## config.mk

```make
export PLATFORM = sky130hd
export DESIGN_NAME = locked_adder_scheduler
export DESIGN_NICKNAME = d
export VERILOG_FILES = /design/src/rtl/locked_adder_scheduler.sv
export SDC_FILE = /design/constraint.sdc
export NUM_CORES = 1
export LEC_CHECK = 0
export ABC_AREA = 1
export CORE_UTILIZATION = 42
export DETAILED_ROUTE_END_ITERATION = 16
export PLACE_DENSITY = 0.89
export SLEW_MARGIN = 25
export SYNTH_ARGS = -nofsm -noshare
export SYNTH_HDL_FRONTEND = slang
export SYNTH_SLANG_ARGS = --single-unit
```

## constraint.sdc

```tcl
create_clock -name clk_i -period 2.54 [get_ports clk_i]
set_clock_uncertainty 0.15 [all_clocks]
set_input_delay 0.254 -clock clk_i [delete_from_list [all_inputs] [get_ports clk_i]]
set_output_delay 0.254 -clock clk_i [all_outputs]
set_load 0.01 [all_outputs]
```

## src/rtl/locked_adder_scheduler.sv

```systemverilog
// locked_adder_scheduler: loads the unlock key, then round-robin arbitrates two requesters onto the locked adder
module locked_adder_scheduler #(
    parameter int KEY_W  = 64,
    parameter int DATA_W = 32,
    parameter int BEAT_W = 8
) (
    input  logic              clk_i,
    input  logic              rst_ni,
    input  logic              key_valid_i,
    input  logic [BEAT_W-1:0] key_data_i,
    output logic              key_ready_o,
    output logic              key_loaded_o,
    input  logic              key_reload_i,
    input  logic              req0_valid_i,
    input  logic [DATA_W-1:0] req0_a_i,
    input  logic [DATA_W-1:0] req0_b_i,
    output logic              req0_ready_o,
    input  logic              req1_valid_i,
    input  logic [DATA_W-1:0] req1_a_i,
    input  logic [DATA_W-1:0] req1_b_i,
    output logic              req1_ready_o,
    output logic              rsp_valid_o,
    input  logic              rsp_ready_i,
    output logic              rsp_id_o,
    output logic [DATA_W:0]   rsp_sum_o,
    output logic [DATA_W-1:0] add1_o,
    output logic [DATA_W-1:0] add2_o,
    output logic [KEY_W-1:0]  keyinput_o,
    input  logic [DATA_W:0]   result_i
);
    localparam int BEATS = KEY_W / BEAT_W;
    localparam int CW = $clog2(BEATS);
    typedef enum logic [1:0] {LOAD, IDLE, EXEC, RESP} state_t;
    state_t            state;
    logic [CW-1:0]     cnt;
    logic              rr;
    logic [KEY_W-1:0]  key_reg;
    logic              issue;
    // rr=1 favours req1 when both are valid; reload suppresses any grant
    assign issue        = (state == IDLE) & ~key_reload_i;
    assign req0_ready_o = issue & req0_valid_i & (~req1_valid_i | ~rr);
    assign req1_ready_o = issue & req1_valid_i & (~req0_valid_i | rr);
    assign key_ready_o  = (state == LOAD);
    assign keyinput_o   = key_reg;
    always_ff @(posedge clk_i or negedge rst_ni) begin
        if (!rst_ni) begin
            state        <= LOAD;
            cnt          <= '0;
            rr           <= 1'b0;
            key_reg      <= '0;
            key_loaded_o <= 1'b0;
            add1_o       <= '0;
            add2_o       <= '0;
            rsp_sum_o    <= '0;
            rsp_valid_o  <= 1'b0;
            rsp_id_o     <= 1'b0;
        end else begin
            case (state)
                LOAD: if (key_valid_i) begin
                    key_reg[BEAT_W*cnt +: BEAT_W] <= key_data_i;
                    cnt <= cnt + 1'b1;
                    if (cnt == CW'(BEATS - 1)) begin
                        key_loaded_o <= 1'b1;
                        state        <= IDLE;
                    end
                end
                IDLE: if (key_reload_i) begin
                    key_reg      <= '0;
                    key_loaded_o <= 1'b0;
                    cnt          <= '0;
                    state        <= LOAD;
                end else if (req0_ready_o | req1_ready_o) begin
                    add1_o   <= req1_ready_o ? req1_a_i : req0_a_i;
                    add2_o   <= req1_ready_o ? req1_b_i : req0_b_i;
                    rsp_id_o <= req1_ready_o;
                    rr       <= ~req1_ready_o;
                    state    <= EXEC;
                end
                EXEC: begin
                    rsp_sum_o   <= result_i;
                    rsp_valid_o <= 1'b1;
                    state       <= RESP;
                end
                RESP: if (rsp_ready_i) begin
                    rsp_valid_o <= 1'b0;
                    state       <= IDLE;
                end
                default: state <= LOAD;
            endcase
        end
    end
endmodule
```

After elaboration in Yosys (flattened, before gate mapping)
Index checks and enable logic that the tools add are counted.
{"block": "word_totals", "register_bits": 170, "inputBits": 176, "output_inout_bits": 167, "wordCells": 65}
{"block": "op_classes", "add_sub_neg": 2, "n_eq_ne": 9, "n_shift": 2, "mux": 21, "bitwise": 13, "reduce_logical": 8}
{"op": "2-to-1 mux 64 bit", "n": 2}
{"op": "one-hot mux 64 bit (2 select lines)", "n": 1}
{"op": "bitwise mux 64 bit", "n": 1}
{"op": "2-to-1 mux 32 bit", "n": 2}
{"op": "variable shift 8 x 34 -> 64 bit (first input constant)", "n": 1}
{"op": "variable part select 8 x 34 -> 64 bit", "n": 1}
{"op": "negation 6 -> 34 bit", "n": 1}
{"op": "2-to-1 mux 2 bit", "n": 5}
{"op": "one-hot mux 2 bit (4 select lines)", "n": 1}
{"op": "AND reduction 4 bit", "n": 2}
{"op": "2-to-1 mux 3 bit", "n": 2}
{"op": "!= test 2 bit (second input constant)", "n": 3}
{"op": "one-hot mux 3 bit (2 select lines)", "n": 1}
{"op": "AND reduction 3 bit", "n": 2}
{"op": "AND 1 bit", "n": 5}
{"op": "NOT 1 bit", "n": 5}
{"op": "equality test 2 bit (second input constant)", "n": 2}
{"op": "2-to-1 mux 1 bit", "n": 4}
{"op": "one-hot mux 1 bit (2 select lines)", "n": 2}
{"op": "nonzero test 2 bit", "n": 2}
{"op": "adder 3 x 1 -> 3 bit (second input constant)", "n": 1}
{"op": "equality test 3 bit (second input constant)", "n": 1}
{"op": "!= test 3 x 2 -> 1 bit (second input constant)", "n": 1}
{"op": "OR 1 bit", "n": 3}
{"op": "other kinds (4)", "n": 4}

Depth between registers and ports, before layout
Gate-level depths: netlist of the first run.
{"block": "logic_depth", "depth_word": 8, "depth_mapped": 12, "mapped_depth_nobuf": 11}

Worst setup path after synthesis of the first run
No wires, ideal clock.
{"block": "synth_path", "path_kind": "flip-flop to flip-flop", "start": "register cnt[0]", "end": "register key_reg[2], in the netlist keyinput_o[2]", "arrival_ns": 1.700, "t_required_ns": 2.263, "slack_ns": 0.563, "path_stages_with_launch": 12, "n_path_buf": 2, "synth_period_minus_slack_ns": 1.977, "cell_sequence": "dfrtp_1 > buf_6 > inv_2 > ha_1 > ha_1 > nor2_1 > nand2_1 > nand2_1 > nand2_1 > buf_4 > nand2_1 > o21ai_0"}
{"block": "synth_via", "elab_chain_cells": 5, "elab_cells_between_ends": 6, "cone_classes": "1 x add/sub; 2 x shift; 3 x mux"}
{"item": "start: declaration", "line_no": "35", "source": "logic [CW-1:0] cnt;"}
{"item": "start signal: assignment", "line_no": "61", "source": "cnt <= cnt + 1'b1;"}
{"item": "negation 6 -> 34 bit *", "line_no": "60", "source": "key_reg[BEAT_W*cnt +: BEAT_W] <= key_data_i;"}
{"item": "variable part select 8 x 34 -> 64 bit / variable shift 8 x 34 -> 64 bit (equally long branches)", "line_no": "60"}
{"item": "bitwise mux 64 bit *", "line_no": "60"}
{"item": "2-to-1 mux 64 bit *", "line_no": "59", "source": "LOAD: if (key_valid_i) begin"}
{"item": "one-hot mux 64 bit (2 select lines) *", "line_no": "58", "source": "case (state)"}
{"item": "end signal: indexed assignment", "line_no": "60"}
{"item": "end: declaration", "line_no": "37", "source": "logic [KEY_W-1:0] key_reg;"}
Mark *: on every way between the ends. The rest lies on a longest branch, timed or not. The select of a mux whose other input is x is not followed.
A chain may end at the register's enable or synchronous reset.

Worst setup path after layout of the first run
{"block": "layout_path", "start": "register state[0]", "end": "output key_ready_o"}
{"block": "layout_via", "elab_chain_cells": 1}
{"item": "start: declaration", "line_no": "34", "source": "state_t state;"}
{"item": "start signal: assignment", "line_no": "47", "source": "state <= LOAD;"}
{"item": "start signal: assignment", "line_no": "64", "source": "state <= IDLE;"}
{"item": "start signal: assignment", "line_no": "71", "source": "state <= LOAD;"}
{"item": "zero test 2 bit", "line_no": "43", "source": "assign key_ready_o = (state == LOAD);"}
{"item": "end: declaration", "line_no": "11", "source": "output logic key_ready_o,"}
No other way between the ends.

==> out/metrics.yaml, run 1 <==
die_h_um: 137
io_buffers: 342
rsz0062_at_grt: "false"
drive_gt1_frac: 0.0891
setup_ws_ps: 284
die_area_um2: 18800
ir_drop_v: 0.000560
cts_sinks: 170
setup_viol: 0
cp-startpoint: "state[0]"
grt_max_degree: 70
netlist_area_um2: 7660
ys_warn_count: 0
syn_nets: 1032
fillers: 1368
maxCapViolations: 0
avgSynthCellArea_um2: 9.07
wirelength_mm: 23.8
via_per_inst: 5.12
cellPowerDensity_nw_per_um2: 1020
syn_inst: 845
max_freq_mhz: 443
maxSlewViolCount: 0
crit_fanout: 5
seq_area_um2: 4250
synth.yosys.seq_area_share: 0.555
outcome: "finished, final reports clean"
hold_violations: 0
final.min_clock_period_ps: 2260
rows: 49
arrival_ps: 1850
antenna-diode-count: 0
clk_pin_slew_ps: 70
min_path_type: "primary input to async pin"
drc: 0
firstDrtPassIters: 5
clockBufferDepth: 2
insertion_delay_ps: 420
finalSetupTns_ps: 0
initial_utilization: 0.428
antenna_left: 0
place_congestion: 0.831
ys_seq_elements: 170
crit_chain: "inv_1 -> ha_1 -> clkdlybuf4s50_1"
worst-endpoint-required_ps: 2140
grt_pass1_wl_mm: 36.9
area_growth_syn_to_layout_pct: 55.1
power.leakage_uw: 0.00560
worstReg2RegStart: "state[1]"
io_pins: 343
critPathLaunchType: "flop"
core_area_um2: 17900
track_usage: 0.255
final_nets: 1364
numCtsBuffers: 17
grt_overflow: 0
yosysUniqueCellTypes: 27
htreeDepth: 4
multi_input_area_um2: 2940
cts_root_buf: "clkbuf_16"
post_cts_buffers: 0
num_vias: 7259
grt_pass1_vias: 7158
tightest_slew_ps: 732
detail_route.wl_per_cell_um: 16.8
slowest_delay_ps: 630
crit_type: "flop to primary output"
cts_tree: "built"
detailedPlace.worstSlack_ps: 347
power.total_uw: 12100
timing.final.crit_share: 0.888
die_w_um: 137
max_slew_margin: 0.512
critPathSlowestCell: "clkdlybuf4s50_1"
dp_hpwl_mm: 17.3
antenna_found_initial: 0
crit_path_end_kind: "primary output"
drtIter0Drc: 317
metal layers:
| metal | GRT usage | vias to the layer above | wire length, µm |
|---|---|---|---|
| met2 | 0.444 | 296 | 12500 |
| met4 | 0.0842 | 0 | 545 |
| met1 | 0.305 | 3498 | 9040 |
| met5 | 0 | - | 0 |
| met3 | 0.0670 | 43 | 1680 |
| li1 | - | 3422 | - |
what timing repair did:
action	CTS	global route
setup endpoints to repair	2	1
resized for setup	2	1
hold buffers	1	0
endpoints found under the hold margin	52	0
worst max-delay path: cells and delay by family, from the launching register on:
family,cells,cell delay (ps)
adder cells (fa/ha/maj),1,270
buffers and inverters,2,740
flip-flops,1,420
cells in the final DEF, fill, tap and decap left out:
| cell type | instances |
|---|---|
| o21ai_1 | 5 |
| bufinv_16 | 4 |
| nand2_1 | 310 |
| mux2_2 | 33 |
| nor2_2 | 5 |
| buf_4 | 6 |
| nor3_1 | 1 |
| clkinv_2 | 1 |
| inv_6 | 3 |
| clkbuf_1 | 1 |
| clkinv_1 | 1 |
| a21oi_1 | 3 |
| clkbuf_8 | 4 |
| nand3_4 | 1 |
| nor2_4 | 1 |
| dfrtp_1 | 170 |
| nand3_2 | 3 |
| dlygate4sd3_1 | 1 |
| clkdlybuf4s50_1 | 339 |
| clkbuf_16 | 17 |
| clkinv_4 | 1 |
| ha_2 | 1 |
| inv_1 | 32 |
| o21ai_0 | 11 |
| buf_6 | 1 |
| nand3b_1 | 1 |
| nand2_2 | 1 |
| dlymetal6s2s_1 | 1 |
| nor2_1 | 16 |
| ha_1 | 10 |
| dlygate4sd2_1 | 1 |
| nand3_1 | 173 |
| inv_8 | 2 |
| buf_12 | 5 |
| nor3_2 | 8 |
| inv_2 | 9 |
| nand4_1 | 8 |
power breakdown:
part	total [µW]	switching, µW	internal (µW)	leakage (µW)
Clock	2910	1130	1780	0.000326
Sequential	4100	524	3580	0.00219
Combinational	5130	2560	2570	0.00308
sequential cells by signal, summed over array words and instances (netlist names):
signal	cells
add1_o	32
add2_o	32
cnt	3
key_loaded_o	1
keyinput_o	64
rr	1
rsp_id_o	1
rsp_sum_o	33
rsp_valid_o	1
state	2
final timing paths:
kind	to	slack, ps	depth (start not counted)
worst max register to register	add1_o[5]	400	8
min in group clk_i	add2_o[16]	240	3
worst min-delay path	keyinput_o[53]	200	2
worst min register to register	keyinput_o[27]	320	2
max in group asynchronous	rsp_sum_o[15]	1280	3
worst max-delay path	key_ready_o	280	3
cell usage after synthesis (all sizes together):
cell type  count  area (µm²)
nand2        311        1170
nand3        177         913
dfrtp        170        4250
inv           41         154
buf           40         308
mux2          33         372
nor2          22         103
o21ai         16        80.1
ha            11         138
nor3           9        85.1
nand4          8        50.1
a21oi          3        15.0
clkinv         2        8.75
clkbuf         1        3.75
nand3b         1        7.51
through the flow:
step	hold slack, ps	area (µm²)	std cells	util
2_1_floorplan	-192	7660	845	-
3_3_place_gp	86.9	11200	1386	0.626
3_5_place_dp	87.7	11200	1386	0.626
4_1_cts	215	11900	1419	0.664
5_1_grt	243	11900	1419	0.664
6_report	202	11900	1419	0.664
area by class of cell:
class | count | area share
Inverter | 43 | 0.0137
Timing Repair Buffer | 354 | 0.301
Tap cell | 229 | 0.0241
Sequential cell | 170 | 0.358
Clock inverter | 10 | 0.0150
Multi-Input combinational cell | 591 | 0.247
Clock buffer | 22 | 0.0408
cell families after synthesis:
logic type	count (synthesis)	synth area share
AOI/OAI and AO/OA	19	0.0124
adders and majority gates	11	0.0180
buffers and inverters	84	0.0619
DFF	170	0.555
muxes	33	0.0485
and+or+nand+nor	528	0.304
Power figures use the tool's default switching activity.
==> inputs of run 2 (changes only) <==
--- a/config.mk
+++ b/config.mk
@@ -9,7 +9,8 @@
 export CORE_UTILIZATION = 42
 export DETAILED_ROUTE_END_ITERATION = 16
 export PLACE_DENSITY = 0.89
-export SLEW_MARGIN = 25
+export REMOVE_ABC_BUFFERS = 1
+export SLEW_MARGIN = 40
 export SYNTH_ARGS = -nofsm -noshare
 export SYNTH_HDL_FRONTEND = slang
 export SYNTH_SLANG_ARGS = --single-unit
==> out/metrics.yaml, run 2 (same netlist as run 1, synthesis figures left out) <==
outcome: "finished, final reports clean"
setup_viol: 0
arrival_ps: 1940
fin_hold_ws_ps: 243
max_slew_margin: 0.510
firstDrtPassIters: 5
die_w_um: 137
fillers: 1394
maxSlewViolCount: 0
cts_sinks: 170
power.leakage_uw: 0.00559
final_common_cell: "clkdlybuf4s50_1"
area_growth_syn_to_layout_pct: 55.0
drtIter0Drc: 382
htreeDepth: 4
worst-endpoint-required_ps: 2140
die_h_um: 137
cellPowerDensity_nw_per_um2: 1030
clk_pin_slew_ps: 70
io_pins: 343
wirelength_mm: 25.1
drc: 0
maxCapViolations: 0
grt_overflow: 0
timing.final.crit_share: 0.923
track_usage: 0.271
crit_path_end_kind: "primary output"
drive_gt1_frac: 0.0913
place_congestion: 0.845
num_vias: 7417
ir_drop_v: 0.000605
antenna_found_initial: 4
reg2reg_setup_slack_ps: 330
final_nets: 1368
clockBufferDepth: 2
rsz0062_at_grt: "false"
max_freq_mhz: 426
hold_violations: 0
crit_fanout: 5
detail_route.wl_per_cell_um: 17.6
insertion_delay_ps: 420
initial_utilization: 0.428
grt_pass1_wl_mm: 38.3
critPathLaunchType: "flop"
antenna_left: 0
detailedPlace.worstSlack_ps: 355
grt_max_degree: 67
numCtsBuffers: 17
final.min_clock_period_ps: 2350
cts_tree: "built"
grt_pass1_vias: 7363
rows: 49
io_buffers: 342
largest_reg_flops: 64
min_path_type: "primary input to async pin"
cts_root_buf: "clkbuf_16"
dp_hpwl_mm: 18.2
tightest_slew_ps: 735
crit_type: "flop to primary output"
core_area_um2: 17900
via_per_inst: 5.20
layout_common_cells: "clkdlybuf4s50_1, nand2_1, nand3_1, dfrtp_1, mux2_2"
die_area_um2: 18800
setup_ws_ps: 195
## run 2: changes by cell type in the layout (fill, tap and decap cells not counted), sizes merged
| cell | before | now |
|---|---|---|
| bufinv | 4 | 5 |
| clkinvlp | 0 | 2 |
| dlymetal6s2s | 1 | 0 |
| buf | 12 | 16 |
| dlygate4sd2 | 1 | 2 |
| inv | 46 | 45 |
| clkbuf | 22 | 19 |
| clkinv | 3 | 4 |
| diode | 0 | 4 |
## run 2: path summary, 6_finish.rpt
path	end	depth (start not counted)	start
min in group clk_i	add1_o[12]	3	req0_a_i[12]
max in group asynchronous	rsp_sum_o[4]	3	rst_ni
hold reg to reg	keyinput_o[34]	2	keyinput_o[34]
hold / removal	keyinput_o[16]	2	rst_ni
setup / recovery	req1_ready_o	7	state[1]
setup reg to reg	add2_o[0]	9	state[1]
## run 2: metal layers
| metal | up-vias | share of wire | GRT usage |
|---|---|---|---|
| met4 | 0 | 0.044 | 0.158 |
| met2 | 372 | 0.51 | 0.448 |
| met5 | - | 0 | 0 |
| met3 | 75 | 0.081 | 0.0819 |
| li1 | 3434 | - | - |
| met1 | 3536 | 0.36 | 0.311 |
## run 2: critical path, cell delays in order (launching register included)
cell and delay (ps):
dfrtp_1 420, inv_1 90, ha_1 260, nand2_1 120, clkinv_2 90, nand3_2 120, inv_2 90, dlygate4sd2_1 330
## run 2: final cells by class
class	count	area, µm²	share of cell area
inverter	43	163	0.0137
clock buffer	19	443	0.0373
clock inverter	13	213	0.0179
tap	229	287	0.0241
timing repair buffer	358	3570	0.301
antenna	4	10.0	0.000843
sequential	170	4250	0.358
multi-input combinational	591	2930	0.247
## run 2: report_power, final
group / switching (µW) / internal (µW)
clock: 1130 / 1790
sequential: 513 / 3580
combinational: 2610 / 2550
total: 4260 / 7920
## run 2: through the flow
stage	instances	instance area, µm²	util	TNS, ps	total power [µW]
2_1_floorplan	804	7350	-	-19850	6460
3_3_place_gp	1390	11200	0.626	0	9080
3_5_place_dp	1390	11200	0.626	0	9260
4_1_cts	1423	11900	0.663	0	12200
5_1_grt	1427	11900	0.663	0	12900
6_report	1427	11900	0.663	0	12200
## run 2: what timing repair did
action	CTS	global route
endpoints found under the setup margin	2	0
hold endpoints to repair	59	0
hold buffers	1	0
resized for setup	2	0
setup buffers	0	0
